===== config.mk =====
export PLATFORM = sky130hd
export DESIGN_NAME = wb_rr_arbiter
export DESIGN_NICKNAME = d
export VERILOG_FILES = /design/src/rtl/wb_pkg.sv /design/src/rtl/rr_priority_picker.sv /design/src/rtl/wb_rr_arbiter.sv
export SDC_FILE = /design/constraint.sdc
export NUM_CORES = 1
export LEC_CHECK = 0
export BUFFER_PORTS_ARGS = -buffer_cell sky130_fd_sc_hd__buf_2
export CAP_MARGIN = 10
export CORE_AREA = 2 2 111 113
export CTS_CLUSTER_DIAMETER = 30
export CTS_CLUSTER_SIZE = 16
export DETAILED_ROUTE_END_ITERATION = 7
export DIE_AREA = 0 0 113 115
export GPL_ROUTABILITY_DRIVEN = 0
export PLACE_DENSITY = 0.45
export SYNTH_ARGS = -nofsm -noshare
export SYNTH_HDL_FRONTEND = slang
export SYNTH_SLANG_ARGS = --single-unit

===== constraint.sdc =====
create_clock -name clk_i -period 3.22 [get_ports clk_i]
set_input_delay 0.644 -clock clk_i [delete_from_list [all_inputs] [get_ports clk_i]]
set_output_delay 0.644 -clock clk_i [all_outputs]
set_load 0.01 [all_outputs]

===== src/rtl/wb_pkg.sv =====
// rtl/wb_pkg.sv - shared Wishbone widths and arbiter state encoding
package wb_pkg;

    localparam int WB_ADDR_W = 32;
    localparam int WB_DATA_W = 32;
    localparam int WB_SEL_W  = WB_DATA_W / 8;

    typedef enum logic {
        ARB_IDLE = 1'b0,
        ARB_BUSY = 1'b1
    } arb_state_e;

endpackage


===== src/rtl/rr_priority_picker.sv =====
// rtl/rr_priority_picker.sv - combinational round-robin winner select, search starts at ptr+1
module rr_priority_picker #(
    parameter int N     = 2,
    parameter int PTR_W = (N > 1) ? $clog2(N) : 1
) (
    input  logic [N-1:0]     req,
    input  logic [PTR_W-1:0] ptr,
    output logic [N-1:0]     gnt,
    output logic             valid
);

    // Distance of index j from the slot just after ptr; the smallest requesting
    // distance wins. The 2*N bias keeps the operand positive for any ptr value.
    function automatic int rr_dist(input int j, input int p);
        return (j + 2 * N - 1 - p) % N;
    endfunction

    int best;

    always_comb begin
        best  = N;
        gnt   = '0;
        for (int j = 0; j < N; j++) begin
            if (req[j] && (rr_dist(j, int'(ptr)) < best)) begin
                best = rr_dist(j, int'(ptr));
            end
        end
        valid = (best < N);
        for (int j = 0; j < N; j++) begin
            gnt[j] = req[j] && (rr_dist(j, int'(ptr)) == best);
        end
    end

endmodule


===== src/rtl/wb_rr_arbiter.sv =====
// rtl/wb_rr_arbiter.sv - round-robin Wishbone B4 classic arbiter with per-cycle ack watchdog
module wb_rr_arbiter
    import wb_pkg::*;
#(
    parameter int NUM_MASTERS = 2,
    parameter int ADDR_W      = WB_ADDR_W,
    parameter int DATA_W      = WB_DATA_W,
    parameter int TIMEOUT     = 255
) (
    input  logic                              clk_i,
    input  logic                              rst_n_i,
    input  logic [NUM_MASTERS*ADDR_W-1:0]     m_adr_i,
    input  logic [NUM_MASTERS*DATA_W-1:0]     m_dat_i,
    input  logic [NUM_MASTERS*(DATA_W/8)-1:0] m_sel_i,
    input  logic [NUM_MASTERS-1:0]            m_we_i,
    input  logic [NUM_MASTERS-1:0]            m_cyc_i,
    input  logic [NUM_MASTERS-1:0]            m_stb_i,
    output logic [DATA_W-1:0]                 m_dat_o,
    output logic [NUM_MASTERS-1:0]            m_ack_o,
    output logic [NUM_MASTERS-1:0]            m_err_o,
    output logic [ADDR_W-1:0]                 s_adr_o,
    output logic [DATA_W-1:0]                 s_dat_o,
    output logic [DATA_W/8-1:0]               s_sel_o,
    output logic                              s_we_o,
    output logic                              s_cyc_o,
    output logic                              s_stb_o,
    input  logic [DATA_W-1:0]                 s_dat_i,
    input  logic                              s_ack_i,
    output logic [NUM_MASTERS-1:0]            gnt_o
);

    localparam int SEL_W = DATA_W / 8;
    localparam int PTR_W = $clog2(NUM_MASTERS);
    localparam int CNT_W = (TIMEOUT > 0) ? $clog2(TIMEOUT + 1) : 1;

    arb_state_e             state, state_n;
    logic [NUM_MASTERS-1:0] gnt, gnt_n;
    logic [PTR_W-1:0]       ptr, ptr_n;
    logic [CNT_W-1:0]       wd_cnt, wd_cnt_n;

    logic [NUM_MASTERS-1:0] pick;
    logic                   pick_valid;
    logic [PTR_W-1:0]       pick_idx;
    logic                   busy;
    logic                   g_cyc;
    logic                   g_stb;
    logic                   wd_hit;

    rr_priority_picker #(
        .N     (NUM_MASTERS),
        .PTR_W (PTR_W)
    ) u_picker (
        .req   (m_cyc_i),
        .ptr   (ptr),
        .gnt   (pick),
        .valid (pick_valid)
    );

    always_comb begin
        pick_idx = '0;
        for (int k = 0; k < NUM_MASTERS; k++) begin
            if (pick[k]) begin
                pick_idx = PTR_W'(k);
            end
        end
    end

    assign busy = (state == ARB_BUSY);

    // Slave-side mux; everything is forced to zero outside BUSY so reset and
    // the idle gap present a quiet bus.
    always_comb begin
        g_cyc   = 1'b0;
        g_stb   = 1'b0;
        s_adr_o = '0;
        s_dat_o = '0;
        s_sel_o = '0;
        s_we_o  = 1'b0;
        for (int k = 0; k < NUM_MASTERS; k++) begin
            if (busy && gnt[k]) begin
                g_cyc   = m_cyc_i[k];
                g_stb   = m_stb_i[k];
                s_adr_o = m_adr_i[k*ADDR_W +: ADDR_W];
                s_dat_o = m_dat_i[k*DATA_W +: DATA_W];
                s_sel_o = m_sel_i[k*SEL_W +: SEL_W];
                s_we_o  = m_we_i[k];
            end
        end
    end

    assign s_cyc_o = g_cyc;
    assign s_stb_o = g_stb;

    // Fires during the wait cycle that would bring the counter to TIMEOUT.
    assign wd_hit = (TIMEOUT != 0) && busy && g_stb && !s_ack_i &&
                    (wd_cnt == CNT_W'(TIMEOUT - 1));

    assign m_ack_o = gnt & {NUM_MASTERS{busy & s_ack_i}};
    assign m_err_o = gnt & {NUM_MASTERS{wd_hit}};
    assign m_dat_o = busy ? s_dat_i : '0;
    assign gnt_o   = gnt;

    always_comb begin
        state_n  = state;
        gnt_n    = gnt;
        ptr_n    = ptr;
        wd_cnt_n = '0;
        case (state)
            ARB_IDLE: begin
                if (pick_valid) begin
                    state_n = ARB_BUSY;
                    gnt_n   = pick;
                    ptr_n   = pick_idx;
                end
            end
            ARB_BUSY: begin
                if (!g_cyc) begin
                    state_n = ARB_IDLE;
                    gnt_n   = '0;
                end else if ((TIMEOUT != 0) && g_stb && !s_ack_i && !wd_hit) begin
                    wd_cnt_n = wd_cnt + CNT_W'(1);
                end
            end
            default: begin
                state_n = ARB_IDLE;
                gnt_n   = '0;
            end
        endcase
    end

    always_ff @(posedge clk_i or negedge rst_n_i) begin
        if (!rst_n_i) begin
            state  <= ARB_IDLE;
            gnt    <= '0;
            ptr    <= PTR_W'(NUM_MASTERS - 1);
            wd_cnt <= '0;
        end else begin
            state  <= state_n;
            gnt    <= gnt_n;
            ptr    <= ptr_n;
            wd_cnt <= wd_cnt_n;
        end
    end

endmodule


# Word-level counts from Yosys, hierarchy flattened
# Cells that the tools add are included.
# classes
n_eq_ne,5
bitwise,6
n_reduce_logical,15
add_sub_neg,3
order_cmp,3
mux,25
# op_table
operator,count
$mux 32,7
$eq 2x32->1,2
$lt 2x32->1,1
$lt 32x3->1 const B,1
$mux 8,3
$logic_and 1x1->1,11
$mux 1,9
$add 8x1->8 const B,1
$eq 8x8->1 const B,1
$mux 4,2
$and 2x2->2,2
$mux 2,2
$ne 2x2->1 const B,2
$pmux 2 s2,1
$reduce_and 2->1,2
$sub 3x1->4 const A,1
$and 1x1->1,3
$lt 2x3->1 const B,1
$sub 2x1->3 const A,1
$logic_not 1->1,2
$pmux 1 s2,1
$not 1->1,1
# totals
out_inout_bits,109
inputBits,177
word_cells,61
reg_bits,12

# Logic depth before layout (Yosys ltp)
# Gate-level depths: netlist of run 1.
# depth
depth_word,12
mapped_depth,5
mapped_depth_nobuf,5

# By module
# From an unflattened synthesis of run 1, not the netlist that was laid out.
# unflattened
hier_cells,190
hier_area_um2,1596.5
# by_module_without_submodules
mod,area_per_inst_um2,cells_each,n_inst
wb_rr_arbiter,1571.5,186,1
rr_priority_picker,25.0,4,1

# Least setup slack after synthesis of run 1
# OpenSTA, ideal clock, no wires.
# synth_timing
kind,in2out
startpoint,input port m_stb_i[0]
endpoint,output port m_err_o[0]
t_arrival_ps,1585
stages,4
setup_slack_ps,991
path_buffers,1
required_time_ps,2576
path_cell_list,nand3b_1 -> a211o_1 -> buf_2 -> nor4_1
# synth_between
elab_chain_len,6
# synth_rtl
item,line,text
"start, declared",wb_rr_arbiter.sv:17,"input logic [NUM_MASTERS-1:0] m_stb_i,"
$mux 1 (2 in a row),wb_rr_arbiter.sv:80,if (busy && gnt[k]) begin
$logic_and 1x1->1 (3 in a row),wb_rr_arbiter.sv:95,assign wd_hit = (TIMEOUT != 0) && busy && g_stb && !s_ack_i &&
$and 2x2->2,wb_rr_arbiter.sv:99,assign m_err_o = gnt & {NUM_MASTERS{wd_hit}};
"end, declared",wb_rr_arbiter.sv:20,"output logic [NUM_MASTERS-1:0] m_err_o,"
# No other way between the ends.

# Worst setup path after layout of run 1
# layout_timing
startpoint,"register gnt[1], in the netlist gnt_o[1]"
endpoint,output port s_adr_o[8]
# layout_between
elab_chain_len,2
# layout_rtl
item,line,text
"start, declared",wb_rr_arbiter.sv:37,"logic [NUM_MASTERS-1:0] gnt, gnt_n;"
"start signal, assigned",wb_rr_arbiter.sv:139,gnt <= gnt_n;
$logic_and 1x1->1,wb_rr_arbiter.sv:80,
$mux 32,wb_rr_arbiter.sv:80,
"end, declared",wb_rr_arbiter.sv:21,"output logic [ADDR_W-1:0] s_adr_o,"
# No other way between the ends.

==> flow_metrics.tcl, run 1 <==
set metrics [dict create \
    leakage_nw 1.92 \
    synth_cell_types 33 \
    grt_pass1_wl_um 11800 \
    core_um2 11800 \
    fin_nets 643 \
    power.internal_mw 1.12 \
    fin_cells 610 \
    design.die.area_um2 13000 \
    drc_errors 20 \
    synth_top_area_share_pct 39.3 \
    crit_required_ns 2.58 \
    clock_skew_ns 0.00534 \
    drt_first_iter_violations 111 \
    yosysWarnings 0 \
    htree_levels 1 \
    seq_area_frac_synth_pct 19.3 \
    vias_per_cell 4.27 \
    holdBufCountCts 0 \
    holdWs_ns 0.274 \
    drive_gt1_share_pct 63.9 \
    power.total_mw 2.10 \
    grt_pass1_vias 2278 \
    rows 40 \
    setup.worst_path.start_class "flip-flop" \
    cp-end-kind "primary output" \
    timing.rr.start "busy$_DFF_PN0_" \
    setup_viol 0 \
    p_sw_mw 0.978 \
    gr-total-overflow 0 \
    ctsResizeCount 0 \
    p_sw_share_pct 46.6 \
    final_cell_mix "285 x buf_2, 70 x a22o_1, 33 x and2_1, 11 x dfrtp_1" \
    synthCells 189 \
    antenna_cells 0 \
    fmax_mhz 394 \
    die_y_um 115 \
    hold_class "input pin to asynchronous set/reset pin" \
    relSlewSlack_pct 63.3 \
    vias 2603 \
    cellPowerDensity_nw_per_um2 651 \
    syn_area_um2 1560 \
    clkPwrFrac_pct 12.2 \
    violations "DRC" \
    cts_tree "yes" \
    dr.pass1.iters 7 \
    grt_use_total_pct 11.1 \
    port_buffers 285 \
    synthTopCellsByArea "a22o_1 39%, dfrtp_1 18%, and2_1 13%, buf_2 4.8%, o21ai_0 1.9%" \
    clk_pin_slew_ns 0.05 \
    combPwrFrac_pct 77.6 \
    final_core_util_pct 27.3 \
    critPathLaunch "gnt_o[1]$_DFFE_PN0P_" \
    arrival_ns 1.89 \
    postRouteAntennaNets 0 \
    wire_per_inst_um 14.0 \
    status "finished with violations" \
    final_common_cell "buf_2" \
    grt_max_degree 62 \
    crit_fanout 61 \
    rsz0062_at_grt "false" \
    synth_seq_cells 12 \
    clk_path_buf_depth 2 \
    chipWidth_um 113 \
    antenna_found_initial 0 \
    cap_violations 0 \
    peakVddDrop_mv 0.303 \
    clk_latency_ns 0.24 \
    start_util_pct 13.2 \
    finalMaxSlewViolations 0 \
    min_period_ns 2.54 \
    hpwl_um 7130 \
    ios 286 \
    critPathKind "flip-flop to primary output" \
    clockRootBuffer "clkbuf_16" \
    synth_area_leader_cell "a22o_1" \
    drt-total-wl_um 8530 \
    share_seq_of_total_power_pct 10.2 \
    dpl.cell_count 606 \
    worst-slew-pin-transition_ns 0.550 \
    cts_buffers 3 \
    hold_viol 0 \
    synthesis.nets 368 \
    period_share_pct 78.8 \
    avgSynthCellArea_um2 8.25 \
    clock-sinks 12 \
    cts_setup_buffers 0 \
    syn_to_final_growth_pct 107 \
    setup_tns_ns 0 \
]
-- layer usage --
layer	share of wire, %	global-route usage, %
met2	52	20.6
met4	0.39	1.46
met1	40	14.2
met5	0	0
met3	8.1	1.37
-- metrics by stage --
stage | worst slack, ns | instance area [µm²]
after floorplan | 0.991 | 1560
after global placement | 0.867 | 3140
after detailed placement | 0.833 | 3140
after CTS | 0.657 | 3220
after global routing | 0.564 | 3220
final | 0.681 | 3220
-- state kept, by name, summed over array words and instances (netlist names) --
name,count
wd_cnt,8
gnt_o,2
busy,1
ptr,1
-- cell families (layout without fill, tap and decap cells) --
kind of cell | Yosys count | after routing | synth area share (%)
compound gates | 85 | 85 | 45.8
xor+xnor | 3 | 3 | 1.69
fa+ha+maj | 2 | 2 | 1.60
buf+inv | 25 | 299 | 7.22
flops | 12 | 12 | 19.3
mux | 1 | 1 | 0.642
simple gates | 61 | 61 | 23.7
-- synthesized netlist by cell type, drive strengths merged --
cell	number
a211o	2
a211oi	3
a21o	1
a22o	70
a32o	1
and2	33
and3	2
and3b	1
buf	16
clkbuf	3
dfrtp	11
dfstp	1
ha	2
inv	6
mux2i	1
nand2	3
nand2b	2
nand3	3
nand3b	1
nand4	2
nor2	2
nor2b	1
nor3	6
nor4	2
nor4b	1
o21ai	6
o21bai	1
o22ai	1
or3	2
xnor2	1
xor2	2
-- critical path: stages, from the launching register on --
cell	delay, ns
dfrtp_1	0.46
nor3_4	0.51
buf_12	0.31
a22o_1	0.19
buf_2	0.13
-- final cells by class --
class / count / area (µm²)
inverter: 6 / 22.5
clock buffer: 4 / 88.8
sequential: 12 / 302
fill: 1300 / 8590
multi-input combinational: 152 / 1160
timing repair buffer: 289 / 1470
tap: 147 / 184
-- power by group through the flow --
stage	clock network (mW)	logic, mW	registers [mW]
final	0.256	1.63	0.213
after global routing	0.269	1.76	0.218
after CTS	0.260	1.65	0.213
after detailed placement	0	1.64	0.215
after global placement	0	1.64	0.214
after floorplan	0	0.961	0.216
-- final timing paths --
kind | slack, ns | cells after the start | end
min reg2reg | 0.49 | 1 | ptr$_DFFE_PN1P_
max in group asynchronous | 2.67 | 1 | ptr$_DFFE_PN1P_
max | 0.68 | 4 | s_adr_o[8]
min in group clk_i | 0.49 | 1 | ptr$_DFFE_PN1P_
min | 0.27 | 1 | gnt_o[1]$_DFFE_PN0P_
max reg2reg | 1.64 | 4 | wd_cnt[5]$_DFF_PN0_
No activity file was read; power rests on OpenSTA's default activity.
==> inputs of run 2 (changes only) <==
--- a/config.mk
+++ b/config.mk
@@ -7,13 +7,13 @@
 export LEC_CHECK = 0
 export BUFFER_PORTS_ARGS = -buffer_cell sky130_fd_sc_hd__buf_2
 export CAP_MARGIN = 10
-export CORE_AREA = 2 2 111 113
+export CORE_AREA = 2 2 112 114
 export CTS_CLUSTER_DIAMETER = 30
 export CTS_CLUSTER_SIZE = 16
 export DETAILED_ROUTE_END_ITERATION = 7
-export DIE_AREA = 0 0 113 115
+export DIE_AREA = 0 0 114 116
 export GPL_ROUTABILITY_DRIVEN = 0
-export PLACE_DENSITY = 0.45
+export PLACE_DENSITY = 0.46
 export SYNTH_ARGS = -nofsm -noshare
 export SYNTH_HDL_FRONTEND = slang
 export SYNTH_SLANG_ARGS = --single-unit
==> constraint.sdc (replaced) <==
create_clock -name clk_i -period 2.2 [get_ports clk_i]
set_input_delay 0.44 -clock clk_i [delete_from_list [all_inputs] [get_ports clk_i]]
set_output_delay 0.44 -clock clk_i [all_outputs]
set_load 0.01 [all_outputs]
==> run 2 against run 1 <==
The run now ends clean; sequential share of layout area is 0.15 points lower; core utilization grew 0.44 points; final cell count up 0.66%; critical endpoint is now s_dat_o[17]; largest cell class unchanged; highest routed layer is now met3.
==> flow_metrics.tcl, run 2 (same netlist as run 1, synthesis figures left out) <==
set metrics [dict create \
    r2r-end "wd_cnt[4]$_DFF_PN0_" \
    antenna_cells 0 \
    grt_pass1_wl_um 11200 \
    grt_use_total_pct 10.4 \
    drc_errors 0 \
    rows 40 \
    p_sw_mw 1.52 \
    start_util_pct 13.1 \
    cap_violations 0 \
    hpwl_um 6930 \
    holdBufCountCts 0 \
    combPwrFrac_pct 78.6 \
    status "finished, final reports clean" \
    peakVddDrop_mv 0.419 \
    min_period_ns 2.10 \
    gr-total-overflow 0 \
    power.internal_mw 1.74 \
    crit_path_top_delay_cell "dfrtp_1" \
    ios 286 \
    antenna_found_initial 0 \
    timing.rr.start "busy$_DFF_PN0_" \
    hold_class "input pin to asynchronous set/reset pin" \
    relSlewSlack_pct 56.8 \
    worst-slew-pin-transition_ns 0.648 \
    largest_reg_flops 8 \
    die_y_um 116 \
    clkPwrFrac_pct 11.5 \
    clockRootBuffer "clkbuf_16" \
    core_um2 11900 \
    arrival_ns 1.66 \
    port_buffers 285 \
    setup_viol 0 \
    chipWidth_um 114 \
    p_sw_share_pct 46.6 \
    htree_levels 1 \
    final_common_cell "buf_2" \
    syn_to_final_growth_pct 112 \
    share_seq_of_total_power_pct 9.9 \
    cellPowerDensity_nw_per_um2 984 \
    postRouteAntennaNets 0 \
    cp-end-kind "primary output" \
    clk_latency_ns 0.24 \
    clk_pin_slew_ns 0.05 \
    clock_skew_ns 0.00170 \
    cpPeakStageDelay_ns 0.37 \
    cts_buffers 3 \
    grt_max_degree 70 \
    final_area_um2 3300 \
    cts_tree "yes" \
    fin_nets 647 \
    reg2regPathDepth 4 \
    regArea_um2 304 \
    top_register "wd_cnt" \
    fmax_mhz 477 \
    drt-total-wl_um 9090 \
    critPathKind "flip-flop to primary output" \
    drive_gt1_share_pct 64.7 \
    crit_fanout 35 \
    wire_per_inst_um 14.8 \
    path_cells "inv_1 -> nor3_4 -> buf_4 -> clkbuf_16 -> a22o_1 -> buf_2" \
    crit_required_ns 1.76 \
    final_cell_mix "285 x buf_2, 70 x a22o_1, 33 x and2_1, 9 x dfrtp_1" \
    setup.worst_path.start_class "flip-flop" \
    multi_input_area_um2 1160 \
    vias 2672 \
    dr.pass1.iters 4 \
    design.die.area_um2 13200 \
    fillers 1291 \
    place_area_um2 3150 \
    setup_tns_ns 0 \
    leakage_nw 1.95 \
    r2r_setup_slack_ns 0.56 \
    period_share_pct 95.3 \
    vias_per_cell 4.35 \
    rsz0062_at_grt "false" \
    clock-sinks 12 \
    grt_pass1_vias 2257 \
    hold_viol 0 \
    clk_path_buf_depth 2 \
    drt_first_iter_violations 119 \
    finalMaxSlewViolations 0 \
]
## run 2: critical path: cells and delay by family, from the launching register on
kind                   cells  cell delay (ns)
AO/OA/AOI/OAI              1             0.23
AND/OR/NAND/NOR            1             0.07
flip-flops                 1             0.37
buffers and inverters      4             0.72
## run 2: layout make-up
type / count / area share [%]
clock buffers: 4 / 2.69
inverters: 6 / 0.682
multi-input cells: 152 / 35.1
flip-flops and latches: 12 / 9.20
well taps: 147 / 5.57
repair buffers: 293 / 46.8
## run 2: how the worst max path moves through the flow
stage	startpoint	slack, ns	to	cells past startpoint
after global placement	gnt_o[1]$_DFFE_PN0P_	0.30	s_dat_o[17]	5
after CTS	gnt_o[1]$_DFFE_PN0P_	0.001	s_dat_o[17]	5
after detailed placement	gnt_o[1]$_DFFE_PN0P_	0.28	s_dat_o[17]	5
final	busy$_DFF_PN0_	0.10	s_dat_o[17]	6
after global routing	gnt_o[1]$_DFFE_PN0P_	0.009	m_err_o[1]	4
after floorplan	gnt_o[1]$_DFFE_PN0P_	0.25	m_err_o[0]	4
## run 2: power groups by stage
stage | clock network (mW) | logic (mW) | registers (mW)
3_3_place_gp | 0 | 2.43 | 0.315
5_1_grt | 0.388 | 2.76 | 0.330
4_1_cts | 0.378 | 2.44 | 0.317
2_1_floorplan | 0 | 1.41 | 0.315
3_5_place_dp | 0 | 2.43 | 0.319
6_report | 0.375 | 2.56 | 0.321
## run 2: what timing repair did
action,CTS,global route
endpoints found under the setup margin,0,71
setup buffers,0,2
endpoints found under the hold margin,0,0
gates resized for setup,0,5
## run 2: metrics by stage
stage / util (%) / cells / power [mW] / setup slack (ns) / hold WS (ns)
final: 27.7 / 614 / 3.25 / 0.103 / 0.0797
after detailed placement: 26.4 / 606 / 2.75 / 0.285 / 0.343
after global routing: 27.7 / 614 / 3.47 / 0.00949 / 0.0960
after floorplan: - / 189 / 1.72 / 0.253 / 0.144
after CTS: 27.2 / 610 / 3.14 / 0.00119 / 0.0877
after global placement: 26.4 / 606 / 2.74 / 0.300 / 0.341
## run 2: layer usage
metal  GRT usage (%)  vias up  part of all wire (%)
met5               0        -                     0
met4           0.976        0                     0
met3            1.26        0                   7.0
met2            18.7      136                    50
met1            13.7     1245                    43
li1                -     1291                     -
==> inputs of run 3 (changes only) <==
--- a/config.mk
+++ b/config.mk
@@ -12,7 +12,6 @@
 export CTS_CLUSTER_SIZE = 16
 export DETAILED_ROUTE_END_ITERATION = 7
 export DIE_AREA = 0 0 114 116
-export GPL_ROUTABILITY_DRIVEN = 0
 export PLACE_DENSITY = 0.46
 export SYNTH_ARGS = -nofsm -noshare
 export SYNTH_HDL_FRONTEND = slang
==> constraint.sdc (replaced) <==
create_clock -name clk_i -period 1.8 [get_ports clk_i]
set_input_delay 0.36 -clock clk_i [delete_from_list [all_inputs] [get_ports clk_i]]
set_output_delay 0.36 -clock clk_i [all_outputs]
set_load 0.01 [all_outputs]
==> run 3 against run 2 <==
The flow now finishes with violations (hold timing, setup timing); clock skew is essentially flat; setup slack got worse by 0.19 ns; clock power grew 22%; cell area up 4.8%; via count is 1.5% higher; count of clock-buffer cells in the layout stayed put; sequential power rose by 21%; largest cell class unchanged.
==> flow_metrics.tcl, run 3 (same netlist as run 1, synthesis figures left out) <==
set metrics [dict create \
    postRouteAntennaNets 0 \
    power.total_mw 4.24 \
    status "finished with violations" \
    dr.pass1.iters 4 \
    final_area_um2 3460 \
    start_util_pct 13.1 \
    clockRootBuffer "clkbuf_16" \
    htree_levels 1 \
    clk_path_buf_depth 2 \
    fin_nets 655 \
    crit_required_ns 1.44 \
    clk_latency_ns 0.24 \
    vias 2713 \
    gr-total-overflow 0 \
    period_share_pct 105 \
    fillers 1296 \
    top_register "wd_cnt" \
    vias_per_cell 4.36 \
    worst-slew-pin-transition_ns 0.281 \
    grt_use_total_pct 10.8 \
    drc_errors 0 \
    wire_per_inst_um 14.7 \
    arrival_ns 1.53 \
    setup.worst_path.start_class "flip-flop" \
    clock_skew_ns 0.00164 \
    violations "hold timing, setup timing" \
    rows 40 \
    peakVddDrop_mv 0.610 \
    final_common_cell "buf_2" \
    design.die.area_um2 13200 \
    final_core_util_pct 29.1 \
    drt-total-wl_um 9160 \
    antenna_found_initial 0 \
    chipWidth_um 114 \
    die_y_um 116 \
    core_um2 11900 \
    leakage_nw 2.01 \
    fin_cells 622 \
    cts_buffers 3 \
    setup_tns_ns -4.13 \
    fmax_mhz 530 \
    clock-sinks 12 \
    setup_viol 72 \
    port_buffers 285 \
    syn_to_final_growth_pct 122 \
    crit_fanout 19 \
    setup_ws_ns -0.0878 \
    grt_pass1_wl_um 11600 \
    crit_path_top_delay_cell "dfrtp_2" \
    drt_first_iter_violations 78 \
    hold_viol 6 \
    cellPowerDensity_nw_per_um2 1220 \
    finalMaxSlewViolations 0 \
    ios 286 \
    dpl.cell_count 611 \
    drive_gt1_share_pct 65.7 \
    cpPeakStageDelay_ns 0.44 \
    final_cell_mix "281 x buf_2, 70 x a22o_1, 33 x and2_1, 10 x dfrtp_1" \
    hpwl_um 7120 \
    holdWs_ns -0.000643 \
    cap_violations 0 \
    place_area_um2 3210 \
    cts_tree "yes" \
    largest_reg_flops 8 \
    hold_class "input pin to asynchronous set/reset pin" \
    gp_congestion 0.757 \
    antenna_cells 0 \
    clk_pin_slew_ns 0.05 \
    cp-end-kind "primary output" \
    relSlewSlack_pct 81.1 \
    critPathKind "flip-flop to primary output" \
    grt_pass1_vias 2329 \
    path_cells "nor3_4 -> buf_6 -> clkbuf_16 -> a22o_1 -> buf_2" \
    min_period_ns 1.89 \
    grt_max_degree 40 \
    rsz0062_at_grt "true" \
]
run 3: cell count changes in the layout (fill, tap and decap cells not counted), sizes merged:
cell and change:
buf +8
run 3: layout make-up:
class                      count  area (µm²)  share of cell area (%)
multi-input combinational    152        1160                    33.6
timing repair buffer         301        1700                    49.0
tap                          147         184                    5.31
clock buffer                   4        88.8                    2.57
sequential                    12         303                    8.75
inverter                       6        25.0                   0.723
run 3: power breakdown:
part | switching, mW | leakage (nW) | total, mW | internal (mW)
clock network | 0.122 | 0.0442 | 0.458 | 0.336
registers | 0.0584 | 0.158 | 0.387 | 0.328
logic | 1.71 | 1.81 | 3.39 | 1.68
run 3: repair_timing:
item | in CTS | in global routing
hold buffers | 0 | 0
buffers inserted | 4 | 0
gates resized for setup | 9 | 7
gates cloned | 1 | 2
pin swaps | 5 | 1
endpoints found under the setup margin | 72 | 73
run 3: through the flow:
stage / hold slack (ns) / setup WS, ns
2_1_floorplan: 0.0644 / -0.0674
3_3_place_gp: 0.264 / 0.0647
3_5_place_dp: 0.266 / 0.0417
4_1_cts: 0.0163 / -0.0892
5_1_grt: 0.0134 / -0.185
6_report: -0.000643 / -0.0878
run 3: path summary, 6_finish.rpt:
check	start	endpoint	slack (ns)	cells past startpoint
max reg2reg	gnt_o[1]$_DFFE_PN0P_	wd_cnt[7]$_DFF_PN0_	0.32	4
max in group asynchronous	rst_n_i	ptr$_DFFE_PN1P_	1.52	1
max	gnt_o[1]$_DFFE_PN0P_	s_stb_o	-0.09	5
min	rst_n_i	busy$_DFF_PN0_	-0.0006	1
min in group clk_i	m_cyc_i[1]	busy$_DFF_PN0_	0.45	3
min reg2reg	ptr$_DFFE_PN1P_	ptr$_DFFE_PN1P_	0.49	1
run 3: worst max-delay path, delay by kind of cell, from the launching register on:
kind / cells / cell delay, ns
buffers and inverters: 3 / 0.46
AOI/OAI and AO/OA: 1 / 0.14
and+or+nand+nor: 1 / 0.23
DFF: 1 / 0.44
run 3: metal layers:
metal / vias up / GRT usage, % / share of wire [%]
met3: 2 / 0.837 / 6.5
met1: 1267 / 14.2 / 42
li1: 1314 / - / -
met2: 130 / 20.4 / 51
met4: 0 / 0.488 / 0.076
met5: - / 0 / 0
